**src/rtl/regfile_read_port.sv**
```systemverilog
// Read-side controller for a tristate-bus register file: decodes a read request
// into a one-hot out_enable vector, samples the bus and returns the result.
module regfile_read_port #(
  parameter int NUM_REGS = 32,
  parameter int ADDR_W   = 5,
  parameter int DATA_W   = 32
) (
  input  logic                clock,
  input  logic                reset,
  input  logic                req_valid,
  output logic                req_ready,
  input  logic [ADDR_W-1:0]   req_addr,
  output logic [NUM_REGS-1:0] read_enable,
  input  logic [DATA_W-1:0]   bus_data,
  input  logic                wr_en,
  input  logic [ADDR_W-1:0]   wr_addr,
  input  logic [DATA_W-1:0]   wr_data,
  output logic                resp_valid,
  input  logic                resp_ready,
  output logic [DATA_W-1:0]   resp_data,
  output logic [ADDR_W-1:0]   resp_addr
);

  typedef enum logic [1:0] {
    IDLE  = 2'd0,
    DRIVE = 2'd1,
    RESP  = 2'd2
  } state_t;

  state_t              state_reg;
  state_t              state_next;
  logic [ADDR_W-1:0]   addr_reg;
  logic [ADDR_W-1:0]   addr_next;
  logic [NUM_REGS-1:0] enable_reg;
  logic [NUM_REGS-1:0] enable_next;
  logic [NUM_REGS-1:0] decode;
  logic [DATA_W-1:0]   data_reg;
  logic [DATA_W-1:0]   data_next;
  logic [ADDR_W-1:0]   resp_addr_reg;
  logic [ADDR_W-1:0]   resp_addr_next;

  // Register 0 never drives the bus, so its enable bit is tied low at the source.
  genvar gi;
  generate
    for (gi = 0; gi < NUM_REGS; gi++) begin : g_decode
      if (gi == 0) begin : g_zero
        assign decode[gi] = 1'b0;
      end else begin : g_reg
        assign decode[gi] = (req_addr == ADDR_W'(gi));
      end
    end
  endgenerate

  always_ff @(posedge clock) begin
    if (reset) begin
      state_reg     <= IDLE;
      addr_reg      <= '0;
      enable_reg    <= '0;
      data_reg      <= '0;
      resp_addr_reg <= '0;
    end else begin
      state_reg     <= state_next;
      addr_reg      <= addr_next;
      enable_reg    <= enable_next;
      data_reg      <= data_next;
      resp_addr_reg <= resp_addr_next;
    end
  end

  // Enables are registered so the tristate drivers see a glitch-free vector
  // that is high for exactly the DRIVE cycle.
  always_comb begin
    state_next     = state_reg;
    addr_next      = addr_reg;
    enable_next    = '0;
    data_next      = data_reg;
    resp_addr_next = resp_addr_reg;
    case (state_reg)
      IDLE: begin
        if (req_valid) begin
          addr_next   = req_addr;
          enable_next = decode;
          state_next  = DRIVE;
        end
      end
      DRIVE: begin
        if (addr_reg == '0) begin
          data_next = '0;
        end else if (wr_en && (wr_addr == addr_reg)) begin
          // The register still presents its old value during a same-cycle write.
          data_next = wr_data;
        end else begin
          data_next = bus_data;
        end
        resp_addr_next = addr_reg;
        state_next     = RESP;
      end
      RESP: begin
        if (resp_ready) begin
          state_next = IDLE;
        end
      end
      default: begin
        state_next = IDLE;
      end
    endcase
  end

  assign req_ready   = (state_reg == IDLE);
  assign resp_valid  = (state_reg == RESP);
  assign read_enable = enable_reg;
  assign resp_data   = data_reg;
  assign resp_addr   = resp_addr_reg;

endmodule

```
**config.mk**
```make
export PLATFORM = sky130hd
export DESIGN_NAME = regfile_read_port
export DESIGN_NICKNAME = d
export VERILOG_FILES = /design/src/rtl/regfile_read_port.sv
export SDC_FILE = /design/constraint.sdc
export NUM_CORES = 1
export LEC_CHECK = 0
export ABC_AREA = 1
export CAP_MARGIN = 5
export CORE_ASPECT_RATIO = 0.7
export CORE_UTILIZATION = 37
export DETAILED_ROUTE_END_ITERATION = 7
export GPL_TIMING_DRIVEN = 0
export PLACE_DENSITY_LB_ADDON = 0.3
export SYNTH_ARGS = -nofsm -noshare
export SYNTH_HDL_FRONTEND = slang
export SYNTH_SLANG_ARGS = --single-unit
```
**constraint.sdc**
```tcl
create_clock -name clock -period 1.2 [get_ports clock]
set_clock_uncertainty 0.05 [all_clocks]
set_input_delay 0.18 -clock clock [delete_from_list [all_inputs] [get_ports clock]]
set_output_delay 0.18 -clock clock [all_outputs]
set_load 0.005 [all_outputs]
```
==> key figures, run 1 <==
Run status
  • Outcome: finished with violations
  • Failing checks: negative setup slack

Cells and area
  • P&R area growth vs syn: 80.1%
  • Final Cell Area: 5790 um2
  • N_diodes: 0
  • Max FFs per register: 32
  • Sequential cell area: 1520 um2
  • Net total in the final layout: 716
  • Area of the multi-input gates: 1630 um2
  • Fillers: 696
  • Commonest non-fill, non-tap cell in the layout: inv_1
  • Share of post-route cells with drive strength above 1: 26.5%
  • Most frequent cells in the layout: inv_1 (81), clkdlybuf4s50_1 (73), nand2_1 (71)

Routing
  • ANT nets after route: 0
  • # DRC: 0
  • Vias: 3703
  • 1st-iter DRT viols: 281
  • Vias per cell: 4.86
  • Routed WL per cell: 14.1 um
  • Routed WL: 10700 um
  • Pre-antenna DRT Iters: 5

Worst setup path
  • WP data required: 1410 ps
  • Worst Path Max Fanout: 8
  • Crit Path Class: register to register
  • CP endpoint kind: register
  • CP arrival: 1740 ps
  • R2R setup slack: -340 ps
  • Worst Setup Start Kind: register

Timing
  • Setup Viol. Count Final: 50
  • Final Hold Fails: 0
  • Max Clk Rate: 0.651 GHz
  • Slew Limit Fails: 0
  • Period utilization: 128%
  • Worst Setup Slack, final: -335 ps
  • Worst Hold Slack: 146 ps
  • RSZ-0062 raised after global routing: yes
  • Worst-margin pin slew: 566 ps
  • Minimum clock period: 1540 ps
  • Worst slew margin: 62.3%

Clock network
  • H-Tree Depth: 3
  • Number of buffers created by CTS: 9
  • CTS tree: built
  • Worst-Skew Late Latency: 330 ps
  • Reg clk slew, reported paths: 60 ps
  • Root Buffer: clkbuf_16
  • Clock Tree Buf Depth: 2
  • Clock sinks: 75

Synthesis
  • Yosys reg bits: 75
  • Syn_area_per_cell: 7.09 um2
  • Register area share after synthesis: 46.7%
  • Synth Cell Area: 3220 um2
  • Netlist cell types: 19
  • Post-synthesis cell count: 454
  • Post-Syn Nets: 533
  • Warnings, synthesis: 0

Global routing
  • Vias in the first global route: 3287
  • First-pass GRT wire length: 15300 um
  • Gr usage total: 21.6%
  • Initial antenna violation count: 0
  • Total grt overflow: 0
  • Largest net degree at the start of global routing: 15

Hold path
  • Min-Delay Path Class: input port to register

Floorplan
  • Die area: 9080 um2
  • Starting density of the core: 38.1%
  • Die Y: 80.0 um
  • Rows: 28
  • DIE WIDTH: 113 um
  • I/O pin cnt: 150
  • CORE AREA: 8440 um2

Run
  • Max cap viols: 0

Placed design
  • GPL Wtd Cong: 0.808
  • Port bufs: 147
  • DP Area: 4860 um2
  • Dpl hpwl: 6840 um

Pwr
  • Max VDD drop: 0.850 mV
  • Static Leak: 2.78 nW
  • Power Dens Cells: 1140 nW/um2
==> layer usage <==
metal  global-route usage, %  wire length, um  vias up
met4                    7.50               99        0
met5                       0                0        -
met3                    6.00              753       14
met1                    27.0             4730     1733
li1                        -                -     1783
met2                    35.9             5150      173
==> path summary, 6_finish.rpt <==
check	start	endpoint	depth (start not counted)
max	addr_reg[1]	resp_data[13]	9
min	reset	resp_data[21]	2
max reg2reg	addr_reg[1]	resp_data[13]	9
min reg2reg	resp_data[21]	resp_data[21]	2
==> power by group <==
part	switching, mW	internal [mW]	total [mW]	leakage, nW
logic	0.607	0.603	1.21	2.01
clock network	1.07	1.69	2.76	0.153
registers	0.0509	2.58	2.63	0.613
==> repair_timing <==
action | 4_1_cts | 5_1_grt
pin swaps | 14 | 32
setup endpoints to repair | 128 | 66
gates resized for setup | 126 | 103
setup buffers | 8 | 12
cloned | 2 | 3
hold buffers | 0 | 0
==> worst max-delay path: stages, from the launching register on <==
cell	delay, ps
dfxtp_2	340
inv_2	50
nand2_2	50
nand2_2	60
nor2_4	200
nand3_4	220
clkbuf_16	230
nand2_1	50
nand3_1	80
a21oi_1	140
==> layout make-up <==
type	count	share of cell area, %
Sequential cell	75	26.2
Timing Repair Buffer	172	28.5
Clock buffer	10	4.12
Tap cell	120	2.59
Clock inverter	6	1.27
Buffer	27	3.50
Inverter	87	5.68
Multi-Input combinational cell	265	28.1
==> cell usage after synthesis <==
cell      instances  share of area, %
o21ai_0          10               1.6
nor2_1           40               4.7
a21oi_1          42               6.5
o31ai_1           1              0.23
nor2_4            4               1.4
buf_2            16               2.5
nand3_4           1              0.54
nand4_1          33               6.4
dfxtp_1          75                47
nand2_2           3              0.58
nand2_1          95                11
inv_1            82               9.6
nand3_1          34               5.3
buf_6             3               1.1
buf_4             1              0.23
conb_1            1              0.12
nor3_1            1              0.16
clkbuf_1          7              0.82
inv_2             5              0.58
==> kinds of logic after synthesis <==
family	share of synthesized area (%)
AO/OA/AOI/OAI	8.32
AND/OR/NAND/NOR	30.1
other	0.117
buffers and inverters	14.7
flip-flops	46.7
==> per-stage QoR <==
stage	setup slack [ps]	TNS, ps	total power [mW]	std cells	utilization, %
floorplan	-14.9	-446	3.14	454	-
global placement	-579	-26360	3.66	721	57.5
detailed placement	-618	-27270	3.67	721	57.5
CTS	-249	-7590	6.47	747	62.7
global route	-417	-14090	6.87	762	68.6
finish	-335	-10050	6.60	762	68.6
Power figures use the tool's default switching activity.
==> inputs of run 2 (changes only) <==
Settings changed: CAP_MARGIN 5 to 30.
==> results of run 2 <==
The final DEF is identical to that of run 1; final timing and power are the same.
==> inputs of run 3 (changes only) <==
Settings changed: CAP_MARGIN 30 to 10.
==> results of run 3 <==
The final DEF is identical to that of run 1; final timing and power are the same.
